**config.mk**
```make
export PLATFORM = sky130hd
export DESIGN_NAME = multicycle_controller
export DESIGN_NICKNAME = d
export VERILOG_FILES = /design/src/rtl/multicycle_controller.sv
export SDC_FILE = /design/constraint.sdc
export NUM_CORES = 1
export LEC_CHECK = 0
export CORE_MARGIN = 2
export CORE_UTILIZATION = 44
export DETAILED_ROUTE_END_ITERATION = 10
export PLACE_DENSITY = 0.88
export SYNTH_ARGS = -nofsm -noshare
export SYNTH_HDL_FRONTEND = slang
export SYNTH_SLANG_ARGS = --single-unit
export TNS_END_PERCENT = 10
```
**constraint.sdc**
```tcl
create_clock -name CLK -period 5.3 [get_ports CLK]
set_clock_uncertainty 0.2 [all_clocks]
set_input_delay 1.325 -clock CLK [delete_from_list [all_inputs] [get_ports CLK]]
set_output_delay 1.325 -clock CLK [all_outputs]
set_load 0.02 [all_outputs]
```
**src/rtl/multicycle_controller.sv**
```systemverilog
// multicycle_controller: Moore control FSM for the multicycle RISC-V core.
// It sequences fetch, decode, execute, memory and writeback on the shared datapath.
// Fetch, MemRead and MemWrite each hold for MEM_WAIT+1 cycles.
// The write strobes in those states fire only in the final cycle.
module multicycle_controller #(
    parameter int MEM_WAIT = 0
) (
    input  logic       CLK,
    input  logic       ResetN,
    input  logic [6:0] op,
    input  logic [2:0] funct3,
    input  logic       funct7b5,
    input  logic       Zero,
    output logic [1:0] ImmSrc,
    output logic [1:0] ALUSrcA,
    output logic [1:0] ALUSrcB,
    output logic [1:0] ResultSrc,
    output logic       AdrSrc,
    output logic [2:0] ALUControl,
    output logic       IRWrite,
    output logic       PCWrite,
    output logic       RegWrite,
    output logic       MemWrite
);

    localparam int            CW       = (MEM_WAIT > 0) ? $clog2(MEM_WAIT + 1) : 1;
    localparam logic [CW-1:0] CNT_LAST = CW'(MEM_WAIT);

    localparam logic [6:0] OP_LW   = 7'b0000011;
    localparam logic [6:0] OP_SW   = 7'b0100011;
    localparam logic [6:0] OP_R    = 7'b0110011;
    localparam logic [6:0] OP_I    = 7'b0010011;
    localparam logic [6:0] OP_BEQ  = 7'b1100011;
    localparam logic [6:0] OP_JAL  = 7'b1101111;

    typedef enum logic [3:0] {
        S_FETCH,
        S_DECODE,
        S_MEMADR,
        S_MEMREAD,
        S_MEMWB,
        S_MEMWRITE,
        S_EXECR,
        S_EXECI,
        S_ALUWB,
        S_BEQ,
        S_JAL
    } state_t;

    state_t        state;
    state_t        state_nxt;
    logic [CW-1:0] cnt;
    logic          mem_state;
    logic          last;

    logic [1:0]    aluop;
    logic          pcupdate;
    logic          branch;
    logic          irwrite_raw;
    logic          regwrite_raw;
    logic          memwrite_raw;

    // Memory-access states stretch; every other state lasts exactly one cycle.
    assign mem_state = (state == S_FETCH) || (state == S_MEMREAD) || (state == S_MEMWRITE);
    assign last      = !mem_state || (cnt == CNT_LAST);

    // State register; reset lands in Fetch regardless of where the instruction was.
    always_ff @(posedge CLK or negedge ResetN) begin
        if (!ResetN) begin
            state <= S_FETCH;
        end else begin
            state <= state_nxt;
        end
    end

    // Wait counter: counts cycles spent in a memory state and clears on every transition.
    always_ff @(posedge CLK or negedge ResetN) begin
        if (!ResetN) begin
            cnt <= '0;
        end else if (state_nxt != state) begin
            cnt <= '0;
        end else if (mem_state && !last) begin
            cnt <= cnt + CW'(1);
        end
    end

    // Next-state logic; memory states advance only once their wait has elapsed.
    always_comb begin
        state_nxt = state;
        case (state)
            S_FETCH:    if (last) state_nxt = S_DECODE;
            S_DECODE: begin
                case (op)
                    OP_LW, OP_SW: state_nxt = S_MEMADR;
                    OP_R:         state_nxt = S_EXECR;
                    OP_I:         state_nxt = S_EXECI;
                    OP_BEQ:       state_nxt = S_BEQ;
                    OP_JAL:       state_nxt = S_JAL;
                    default:      state_nxt = S_FETCH;
                endcase
            end
            S_MEMADR:   state_nxt = op[5] ? S_MEMWRITE : S_MEMREAD;
            S_MEMREAD:  if (last) state_nxt = S_MEMWB;
            S_MEMWB:    state_nxt = S_FETCH;
            S_MEMWRITE: if (last) state_nxt = S_FETCH;
            S_EXECR:    state_nxt = S_ALUWB;
            S_EXECI:    state_nxt = S_ALUWB;
            S_ALUWB:    state_nxt = S_FETCH;
            S_BEQ:      state_nxt = S_FETCH;
            S_JAL:      state_nxt = S_ALUWB;
            default:    state_nxt = S_FETCH;
        endcase
    end

    // Per-state Moore controls; selects hold for the whole state, strobes are raw here.
    always_comb begin
        ALUSrcA      = 2'b00;
        ALUSrcB      = 2'b00;
        ResultSrc    = 2'b00;
        AdrSrc       = 1'b0;
        aluop        = 2'b00;
        pcupdate     = 1'b0;
        branch       = 1'b0;
        irwrite_raw  = 1'b0;
        regwrite_raw = 1'b0;
        memwrite_raw = 1'b0;
        case (state)
            S_FETCH: begin
                ALUSrcB     = 2'b10;
                ResultSrc   = 2'b10;
                irwrite_raw = 1'b1;
                pcupdate    = 1'b1;
            end
            S_DECODE: begin
                ALUSrcA = 2'b01;
                ALUSrcB = 2'b01;
            end
            S_MEMADR: begin
                ALUSrcA = 2'b10;
                ALUSrcB = 2'b01;
            end
            S_MEMREAD: begin
                AdrSrc = 1'b1;
            end
            S_MEMWB: begin
                ResultSrc    = 2'b01;
                regwrite_raw = 1'b1;
            end
            S_MEMWRITE: begin
                AdrSrc       = 1'b1;
                memwrite_raw = 1'b1;
            end
            S_EXECR: begin
                ALUSrcA = 2'b10;
                aluop   = 2'b10;
            end
            S_EXECI: begin
                ALUSrcA = 2'b10;
                ALUSrcB = 2'b01;
                aluop   = 2'b10;
            end
            S_ALUWB: begin
                regwrite_raw = 1'b1;
            end
            S_BEQ: begin
                ALUSrcA = 2'b10;
                aluop   = 2'b01;
                branch  = 1'b1;
            end
            S_JAL: begin
                ALUSrcA  = 2'b01;
                ALUSrcB  = 2'b10;
                pcupdate = 1'b1;
            end
            default: begin
                ALUSrcA = 2'b00;
            end
        endcase
    end

    // Strobes are qualified by the final wait cycle and forced low while reset is held.
    assign IRWrite  = ResetN & irwrite_raw & last;
    assign PCWrite  = ResetN & ((pcupdate & last) | (branch & Zero));
    assign RegWrite = ResetN & regwrite_raw;
    assign MemWrite = ResetN & memwrite_raw & last;

    // Immediate format follows the opcode in every state.
    always_comb begin
        case (op)
            OP_SW:   ImmSrc = 2'b01;
            OP_BEQ:  ImmSrc = 2'b10;
            OP_JAL:  ImmSrc = 2'b11;
            default: ImmSrc = 2'b00;
        endcase
    end

    // ALU decoder; only R-type uses funct7b5 to select subtract.
    always_comb begin
        ALUControl = 3'b000;
        case (aluop)
            2'b01: ALUControl = 3'b001;
            2'b10: begin
                case (funct3)
                    3'b000:  ALUControl = (op[5] & funct7b5) ? 3'b001 : 3'b000;
                    3'b010:  ALUControl = 3'b101;
                    3'b110:  ALUControl = 3'b011;
                    3'b111:  ALUControl = 3'b010;
                    default: ALUControl = 3'b000;
                endcase
            end
            default: ALUControl = 3'b000;
        endcase
    end

endmodule

```
======== Word level (Yosys, flattened, before mapping) ========
Index checks and enable logic that the tools add are counted.
W data, S select, Z words.
operators by class
  eq/ne operators ......................... 22
  bitwise gates (word level) .............. 11
  multiplexer cells ....................... 22
  add/sub/neg operators ................... 1
  reductions and logical operators ........ 18
operator list
  operator              count
  $pmux W4 S6           1
  $pmux W4 S5           1
  $eq A4 B3 Y1 const B  4
  $pmux W2 S2           4
  $eq A7 B6 Y1 const B  2
  $eq A7 B7 Y1 const B  2
  $eq A4 B4 Y1 const B  3
  $mux W4               3
  $pmux W3 S4           1
  $reduce_or A2 Y1      6
  $and A1 B1 Y1         9
  $mux W1               9
  $eq A4 B2 Y1 const B  2
  $eq A7 B2 Y1 const B  1
  $eq A7 B5 Y1 const B  1
  $eq A3 B3 Y1 const B  2
  $pmux W2 S3           1
  $pmux W3 S2           1
  $reduce_or A3 Y1      2
  $eq A4 B1 Y1 const B  1
  $logic_not A4 Y1      1
  $ne A4 B4 Y1          1
  $reduce_or A4 Y1      1
  $eq A3 B2 Y1 const B  1
  11 further kinds      14
storage, ports and cells
  input port bits ......................... 14
  flip-flop bits (word level) ............. 5
  output and inout port bits .............. 16
  logic and storage cells ................. 76

======== Logic depth before layout (Yosys ltp) ========
Gate-level depths: netlist of the first run.
  word-level depth ........................ 9
  depth in mapped cells ................... 7
  mapped depth without buffers ............ 6

======== Least setup slack after synthesis of the first run ========
OpenSTA, ideal clock, no wires.
  path kind ............................... input port to output port
  start point ............................. input port ResetN
  end point ............................... output port RegWrite
  stages on the path ...................... 2
  slack ................................... 1.353 ns
  arrival ................................. 2.422 ns
  path through ............................ inv_1 -> a2111oi_0
between the ends
  longest elaborated chain between the ends .. 1
ends and longest elaborated chain
  item                RTL line  RTL
  start: declaration  9         input logic ResetN,
  $and A1 B1 Y1       184       assign RegWrite = ResetN & regwrite_raw;
  end: declaration    22        output logic RegWrite,
No other way between the ends.

======== Worst setup path after layout of the first run ========
  start point ............................. input port op[5]
  end point ............................... output port ImmSrc[0]
between the ends
  longest elaborated chain between the ends .. 2
ends and longest elaborated chain
  item                                          RTL line  RTL
  start: declaration                            10        input logic [6:0] op,
  $eq A7 B7 Y1 or $eq A7 B6 Y1 (tied branches)  189       case (op)
  $pmux W2 S3 *                                 189
  end: declaration                              14        output logic [1:0] ImmSrc,
Mark *: on every way between the ends. The rest lies on a longest branch, timed or not.

==> metrics.cfg, run 1 <==
[timing]
min_period_over_period_pct=86.9
tns_ns=0
fin_crit_ns=4.60
hold_viol=0
rsz0062_at_grt=no
worst_pin_slew_ns=0.585
max_freq_mhz=217
slew_viol_final=0
fin_ws_ns=0.695
finalSetupViolCount=0
worst_hold_slack_ns=0.537
maxSlewHeadroom_pct=61.0

[pwr]
p_leak_nw=0.388
powerDensity_mw_per_mm2=158
power_mw=0.153
ir_worst_vdd_uv=156

[global_routing]
gr-usage-all-layers_pct=19.1
overflow=0
grt_max_degree=20
grt_pass1_vias=639
grt_pass1_wl_mm=2.75
grt_antenna_before_repair=0

[detailed_routing]
avgViaCountPerCell=5.86
dr.pass1.iters=4
wl_mm=1.67
vias=738
dr_wl_met3_um=128
drt-met1-wl_um=709
drc=0
wire_per_inst_um=13.2
dr_wl_met2_um=823
ant_nets=0
drt_iter0_drc=15
top_layer_used=met4

[synth]
ys_warn_count=0
synthTopCellsByArea=dfrtp_1 (19%), nor2b_1 (5.6%), and3b_1 (5.2%)
synthArstFlopShare_pct=100
post-synth-top-count-cell=inv_1
yosys.area.top_type=dfrtp_1
synthTopCellsByCount=inv_1 (7), a21oi_1 (6), nor2b_1 (6), dfrtp_1 (5)
syn_area_per_cell_um2=8.21
syn_area_um2=673
synth_edf_count=0
yosys.area.top_type_share_pct=18.6
synth-main-ff-cell=dfrtp_1
synth-seq-cells=5
syn-num-nets=98
ys_seq_area_share_pct=18.6
synthCells=82
ys_types=40

[worst_setup_path]
r2r-start=state[1]$_DFF_PN0_
r2r_slack_ns=3.58
worstPathArrival_ns=3.08
path_max_fanout=7
rr_endpoint=state[2]$_DFF_PN0_
critPathRequiredTime_ns=3.77
crit_end=ImmSrc[0]
start_kind=input port
worstSetupPathType=input port to output port
critPathCaptureType=output port
crit_start=op[5]
reg2regPathDepth=3

[cts]
cts_setup_buffers=0
cts_tree=done
cts_resized=0
htreeDepth=1
cts_buffers=3
clock_latency_ns=0.25
cts.sinks=5
clk_pin_slew_ns=0.05
cts-root-buf=clkbuf_4
ctsHoldBuffers=0
cts_max_path_buffers=2

[layout]
fin_nets=127
area_delta_synth_final_pct=44.1
drive_gt1_share_pct=7.27
final_cell_area_um2=970
antenna_cells=0

[placed_design]
place_area_um2=943
place_congestion=0.847
dp_hpwl_mm=1.30
pre_cts_ws_ns=0.675
io_buffers=29

[die]
rows=14
fp.dieH_um=43.1
ios=30
die_area_mm2=0.00186
dieWidth_um=43.1
start_util_pct=45.7
core_mm2=0.00147

[flow_run]
max_cap_violations=0

[run_status]
status=finished clean

[worst_hold_path]
min_path_type=flip-flop to flip-flop

-- state kept, by name, indices dropped and copies added (netlist names) --
signal  cells
cnt         1
state       4
-- area by class of cell --
| type | count | area (um2) |
|---|---|---|
| inverters | 7 | 26.3 |
| fillers | 139 | 502 |
| clock buffers | 4 | 26.3 |
| repair buffers | 29 | 290 |
| flip-flops and latches | 5 | 125 |
| multi-input cells | 65 | 482 |
| well taps | 16 | 20.0 |
-- metal layers --
layer	vias to the layer above	global-route usage (%)
li1	357	-
met5	-	0
met2	28	34.0
met3	2	6.38
met1	351	22.7
met4	0	2.42
-- cells in the final DEF, fill, tap and decap left out, drive strengths merged, types with 2 or more instances in the layout --
cell type      instances
clkdlybuf4s50         29
inv                    7
nor2b                  6
a21oi                  6
dfrtp                  5
nor3b                  5
nand2                  4
and3b                  4
nand2b                 4
o21ai                  4
clkbuf                 4
nor3                   3
and4bb                 3
nor2                   2
xor2                   2
ha                     2
nor4                   2
-- kinds of logic after synthesis --
| group | synth area share (%) |
|---|---|
| AO/OA/AOI/OAI | 21.0 |
| XOR/XNOR | 3.90 |
| adder cells (fa/ha/maj) | 3.72 |
| buffers and inverters | 9.85 |
| flip-flops | 18.6 |
| other | 0.557 |
| AND/OR/NAND/NOR | 42.4 |
-- stage by stage --
| stage | cells | utilization, % |
|---|---|---|
| after global placement | 122 | 64.1 |
| after floorplan | 82 | - |
| after global routing | 126 | 65.9 |
| after detailed placement | 122 | 64.1 |
| after CTS | 126 | 65.9 |
| final | 126 | 65.9 |
-- critical path, cell delays in order --
cell             delay, ns
clkdlybuf4s50_1       0.59
nand4b_1              0.18
o2bb2ai_1             0.21
and3b_1               0.18
clkdlybuf4s50_1       0.60
-- where the power goes --
group	internal (mW)	leakage, nW	switching, mW	total, mW
Sequential	0.0401	0.0655	0.00754	0.0477
Combinational	0.0335	0.308	0.0264	0.0598
Clock	0.0286	0.0150	0.0173	0.0459
Total	0.102	0.388	0.0512	0.153
-- worst min-delay path by stage --
stage               slack [ns]  cells past startpoint       startpoint                 end
finish                    0.54                      2  cnt$_DFFE_PN0P_  state[2]$_DFF_PN0_
detailed placement        0.52                      2  cnt$_DFFE_PN0P_  state[2]$_DFF_PN0_
CTS                       0.53                      2  cnt$_DFFE_PN0P_  state[2]$_DFF_PN0_
floorplan                 0.44                      2  cnt$_DFFE_PN0P_  state[2]$_DFF_PN0_
global route              0.56                      2  cnt$_DFFE_PN0P_  state[2]$_DFF_PN0_
global placement          0.51                      2  cnt$_DFFE_PN0P_  state[2]$_DFF_PN0_
Power figures use the tool's default switching activity.
==> run 2: changes to the inputs <==
==> constraint.sdc (replaced) <==
create_clock -name CLK -period 5.3 [get_ports CLK]
set_clock_uncertainty 0.2 [all_clocks]
set_input_delay 1.06 -clock CLK [delete_from_list [all_inputs] [get_ports CLK]]
set_output_delay 1.06 -clock CLK [all_outputs]
set_load 0.02 [all_outputs]
==> metrics.cfg, run 2 (synthesized netlist as in run 1, its figures left out) <==
[detailed_routing]
drt_iter0_drc=8  ; -7
ant_nets=0  ; unchanged
wl_mm=1.65  ; -1.1%
drc=0  ; unchanged
avgViaCountPerCell=5.63  ; -3.9%
vias=709  ; -3.9%
dr.pass1.iters=4  ; unchanged
wire_per_inst_um=13.1  ; -1.1%

[worst_setup_path]
path_delay_family=buffers and inverters
slowest_stage=clkdlybuf4s50_1
critPathCaptureType=output port
worstPathArrival_ns=2.84  ; -0.24 ns
path_common_cell=clkdlybuf4s50_1
critPathRequiredTime_ns=4.04  ; +0.27 ns
start_kind=input port
cp.buffers_inverters=2  ; unchanged
crit_chain=clkdlybuf4s50_1, nand4b_1, o2bb2ai_1, and3b_1, clkdlybuf4s50_1
worstSetupPathType=input port to output port
path_max_fanout=7  ; unchanged
cp_slowest_stage_delay_ns=0.60  ; about the same

[timing]
min_period_over_period_pct=77.3  ; -9.6 points
hold_viol=0  ; unchanged
maxSlewHeadroom_pct=61.3  ; +0.35 points
tns_ns=0  ; unchanged
fin_crit_ns=4.10  ; -0.510 ns
rsz0062_at_grt=no
slew_viol_final=0  ; unchanged
worst_hold_slack_ns=0.523  ; -0.0139 ns
worst_pin_slew_ns=0.580  ; -0.00527 ns
finalSetupViolCount=0  ; unchanged
max_freq_mhz=244  ; +12%

[cts]
htreeDepth=1  ; unchanged
cts_max_path_buffers=2  ; unchanged
cts_tree=done
clk_pin_slew_ns=0.05  ; about the same
clock_latency_ns=0.25  ; about the same
cts-root-buf=clkbuf_4
cts_buffers=3  ; unchanged
ctsHoldBuffers=0  ; unchanged
cts_setup_buffers=0  ; unchanged
cts.sinks=5  ; unchanged
cts_resized=0  ; unchanged

[layout]
fin_nets=127  ; unchanged
fillCellCount=139  ; unchanged
drive_gt1_share_pct=8.18  ; +0.91 points
top_regs=state: 4 flops, cnt: 1 flops
multi_input_area_um2=482  ; unchanged
antenna_cells=0  ; unchanged
area_delta_synth_final_pct=44.2
mostFrequentLayoutCells=clkdlybuf4s50_1 (29), inv_1 (7), nor2b_1 (6), a21oi_1 (6), dfrtp_1 (5)
largest-register=state
regArea_um2=125  ; unchanged
largest_reg_flops=4  ; unchanged
layout_commonest_cell=clkdlybuf4s50_1

[placed_design]
place_congestion=0.847  ; unchanged
dp_hpwl_mm=1.26  ; -2.9%
io_buffers=29  ; unchanged

[die]
rows=14  ; unchanged
die_area_mm2=0.00186  ; unchanged
core_mm2=0.00147  ; unchanged
start_util_pct=45.7  ; unchanged
ios=30  ; unchanged
fp.dieH_um=43.1  ; unchanged
dieWidth_um=43.1  ; unchanged

[global_routing]
gr-usage-all-layers_pct=19.3  ; +0.16 points
grt_pass1_wl_mm=2.71  ; -1.5%
overflow=0  ; unchanged
grt_antenna_before_repair=0  ; unchanged
grt_max_degree=20  ; unchanged
grt_pass1_vias=635  ; -0.63%

[worst_hold_path]
min_path_type=flip-flop to flip-flop

[flow_run]
max_cap_violations=0  ; unchanged

[run_status]
status=finished clean

[pwr]
p_leak_nw=0.391  ; +0.70%
ir_worst_vdd_uv=86.2  ; -45%
powerDensity_mw_per_mm2=157  ; -0.56%

## run 2: worst min-delay path, delay by kind of cell, from the launching register on
kind               cells  cell delay [ns]
DFF                    1             0.45
AOI/OAI and AO/OA      2             0.23
## run 2: cell type report
| type | instances | share of cell area [%] |
|---|---|---|
| clock buffers | 3 | 2.32 |
| clock inverters | 1 | 0.515 |
| inverters | 7 | 2.71 |
| multi-input cells | 65 | 49.6 |
| flip-flops and latches | 5 | 12.9 |
| well taps | 16 | 2.06 |
| repair buffers | 29 | 29.9 |
## run 2: final timing paths
check / start / to / slack, ns / cells past startpoint
min in group asynchronous: ResetN / state[2]$_DFF_PN0_ / 0.84 / 1
max in group asynchronous: ResetN / cnt$_DFFE_PN0P_ / 3.85 / 1
hold reg to reg: cnt$_DFFE_PN0P_ / state[2]$_DFF_PN0_ / 0.52 / 2
setup reg to reg: state[1]$_DFF_PN0_ / state[2]$_DFF_PN0_ / 3.58 / 3
setup / recovery: op[5] / ImmSrc[0] / 1.20 / 5
hold / removal: cnt$_DFFE_PN0P_ / state[2]$_DFF_PN0_ / 0.52 / 2
## run 2: through the flow
| stage | area (um2) | util [%] | total power [mW] | instances | setup slack [ns] |
|---|---|---|---|---|---|
| 4_1_cts | 971 | 66.0 | 0.154 | 126 | 1.20 |
| 2_1_floorplan | 673 | - | 0.0811 | 82 | 1.88 |
| 3_3_place_gp | 943 | 64.1 | 0.107 | 122 | 1.25 |
| 6_report | 971 | 66.0 | 0.153 | 126 | 1.20 |
| 5_1_grt | 971 | 66.0 | 0.165 | 126 | 1.08 |
| 3_5_place_dp | 943 | 64.1 | 0.108 | 122 | 1.22 |
## run 2: power by group
part | switching, mW | internal, mW
Sequential | 0.00748 | 0.0401
Clock | 0.0179 | 0.0274
Combinational | 0.0263 | 0.0335
Total | 0.0518 | 0.101
## run 2: per-layer routing
| layer | GRT usage [%] | routed length (um) | up-vias |
|---|---|---|---|
| li1 | - | - | 357 |
| met1 | 22.1 | 721 | 322 |
| met2 | 32.8 | 808 | 26 |
| met3 | 6.38 | 90 | 4 |
| met4 | 7.27 | 28 | 0 |
| met5 | 0 | 0 | - |
==> run 3: changes to the inputs <==
--- a/config.mk
+++ b/config.mk
@@ -6,9 +6,9 @@
 export NUM_CORES = 1
 export LEC_CHECK = 0
 export CORE_MARGIN = 2
-export CORE_UTILIZATION = 44
+export CORE_UTILIZATION = 41
 export DETAILED_ROUTE_END_ITERATION = 10
-export PLACE_DENSITY = 0.88
+export PLACE_DENSITY = 0.83
 export SYNTH_ARGS = -nofsm -noshare
 export SYNTH_HDL_FRONTEND = slang
 export SYNTH_SLANG_ARGS = --single-unit
==> constraint.sdc (replaced) <==
create_clock -name CLK -period 3.82 [get_ports CLK]
set_clock_uncertainty 0.2 [all_clocks]
set_input_delay 0.764 -clock CLK [delete_from_list [all_inputs] [get_ports CLK]]
set_output_delay 0.764 -clock CLK [all_outputs]
set_load 0.02 [all_outputs]
==> metrics.cfg, run 3 (synthesized netlist as in run 1, its figures left out) <==
[die]
fp.dieH_um=44.5  ; +3.3%
ios=30  ; unchanged
dieWidth_um=44.5  ; +3.3%
die_area_mm2=0.00198  ; +6.6%
start_util_pct=44.2  ; -1.6 points
rows=14  ; unchanged
core_mm2=0.00152  ; +3.6%

[timing]
fin_ws_ns=0.289  ; -0.916 ns
rsz0062_at_grt=no
min_period_over_period_pct=92.4
max_freq_mhz=283
tns_ns=0  ; unchanged
slew_viol_final=0  ; unchanged
maxSlewHeadroom_pct=60.8  ; -0.51 points
fin_crit_ns=3.53
finalSetupViolCount=0  ; unchanged
worst_pin_slew_ns=0.588  ; +0.00764 ns
worst_hold_slack_ns=0.520  ; -0.00250 ns
hold_viol=0  ; unchanged

[cts]
cts_max_path_buffers=2  ; unchanged
clock_latency_ns=0.25  ; about the same
cts_setup_buffers=0  ; unchanged
cts-root-buf=clkbuf_4
htreeDepth=1  ; unchanged
cts_tree=done
clk_pin_slew_ns=0.04  ; about the same
cts_buffers=3  ; unchanged
cts.sinks=5  ; unchanged
ctsHoldBuffers=0  ; unchanged

[placed_design]
place_area_um2=958  ; +1.6%
pre_cts_ws_ns=0.298  ; -0.924 ns
dp_hpwl_mm=1.31  ; +3.9%
place_inst=124  ; +1.6%
io_buffers=29  ; unchanged
place_congestion=0.799  ; -5.7%

[worst_setup_path]
path_max_fanout=16  ; +9
critPathCaptureType=output port
critPathRequiredTime_ns=2.86  ; -1.18 ns
worstSetupPathType=flip-flop to output port
start_kind=flip-flop
worstPathArrival_ns=2.57  ; -0.27 ns

[pwr]
power.share.clock_pct=29.6  ; about the same
power.switching_mw=0.0727  ; +41%
comb_power_share_pct=42.4  ; +3.2 points
pwr-share-seq_pct=28.0  ; -3.1 points
switching_share_pct=33.4  ; -0.52 points
p_leak_nw=0.399  ; +2.0%
powerDensity_mw_per_mm2=220  ; +40%
ir_worst_vdd_uv=176  ; +100%
p_int_mw=0.145  ; +44%

[detailed_routing]
ant_nets=0  ; unchanged
drc=0  ; unchanged
vias=712  ; +0.42%
wl_mm=1.74  ; +5.5%
drt_iter0_drc=29  ; +21
wire_per_inst_um=13.6  ; +3.9%
avgViaCountPerCell=5.56  ; -1.1%
dr.pass1.iters=4  ; unchanged

[global_routing]
grt_pass1_vias=699  ; +10%
gr-usage-all-layers_pct=20.2  ; +0.85 points
grt_antenna_before_repair=0  ; unchanged
overflow=0  ; unchanged
grt_pass1_wl_mm=3.00  ; +11%
grt_max_degree=17  ; -15%

[layout]
fin_nets=129  ; +1.6%
layout_commonest_cell=clkdlybuf4s50_1
mostFrequentLayoutCells=clkdlybuf4s50_1 (29), inv_1 (7), nor2b_1 (6), a21oi_1 (6), dfrtp_1 (5)
largest_reg_flops=4  ; unchanged
final_cell_area_um2=991  ; +2.1%
top_regs=state: 4 flops, cnt: 1 flops
area_delta_synth_final_pct=47.2
drive_gt1_share_pct=8.93  ; +0.75 points
post_layout_nonfiller_instances=128  ; +1.6%
antenna_cells=0  ; unchanged
largest-register=state

[flow_run]
max_cap_violations=0  ; unchanged

[worst_hold_path]
min_path_type=flip-flop to flip-flop

[run_status]
status=finished clean

==> run 3: cell types whose count changed in the layout (fill, tap and decap cells not counted), sizes merged <==
cell,change
clkinv,-1
clkbuf,+1
buf,+2
==> run 3: cell type report <==
type / count / area [um2]
timing repair buffer: 31 / 305
clock buffer: 4 / 26.3
multi-input combinational: 65 / 488
tap: 16 / 20.0
inverter: 7 / 26.3
fill: 135 / 533
sequential: 5 / 125
==> run 3: worst paths after layout <==
kind | from | endpoint | slack, ns | depth (start not counted)
max in group asynchronous | ResetN | cnt$_DFFE_PN0P_ | 2.66 | 1
worst min-delay path | cnt$_DFFE_PN0P_ | state[2]$_DFF_PN0_ | 0.52 | 2
worst max-delay path | state[2]$_DFF_PN0_ | ALUControl[2] | 0.29 | 5
worst min register to register | cnt$_DFFE_PN0P_ | state[2]$_DFF_PN0_ | 0.52 | 2
worst max register to register | state[2]$_DFF_PN0_ | state[3]$_DFF_PN0_ | 2.17 | 3
min in group asynchronous | ResetN | state[0]$_DFF_PN0_ | 0.54 | 1
==> run 3: routing by layer <==
layer	up-vias	global-route usage (%)	part of all wire [%]
met5	-	0	0
met4	0	7.88	0.80
met3	2	4.08	5.6
met2	28	30.7	49
met1	320	27.7	44
li1	362	-	-
==> run 3: worst max-delay path, cell delays in order, from the launching register on <==
cell	delay [ns]
dfrtp_1	0.58
nor3b_4	0.36
nand2_1	0.12
ha_1	0.35
nor4bb_1	0.25
clkdlybuf4s50_1	0.64
==> run 3: per-stage QoR <==
stage          utilization (%)  power [mW]
2_1_floorplan                -       0.113
3_3_place_gp              62.9       0.151
3_5_place_dp              62.9       0.153
4_1_cts                   64.6       0.220
5_1_grt                   65.0       0.231
6_report                  65.0       0.218
==> run 3: what timing repair did <==
action	in CTS	in global routing
resized for setup	0	1
hold endpoints to repair	0	0
setup endpoints to repair	0	1
==> run 3: power groups by stage <==
| stage | combinational, mW | sequential [mW] | clock (mW) |
|---|---|---|---|
| final | 0.0924 | 0.0610 | 0.0646 |
| after global routing | 0.101 | 0.0613 | 0.0689 |
| after CTS | 0.0920 | 0.0604 | 0.0675 |
| after detailed placement | 0.0915 | 0.0612 | 0 |
| after global placement | 0.0900 | 0.0611 | 0 |
| after floorplan | 0.0528 | 0.0597 | 0 |
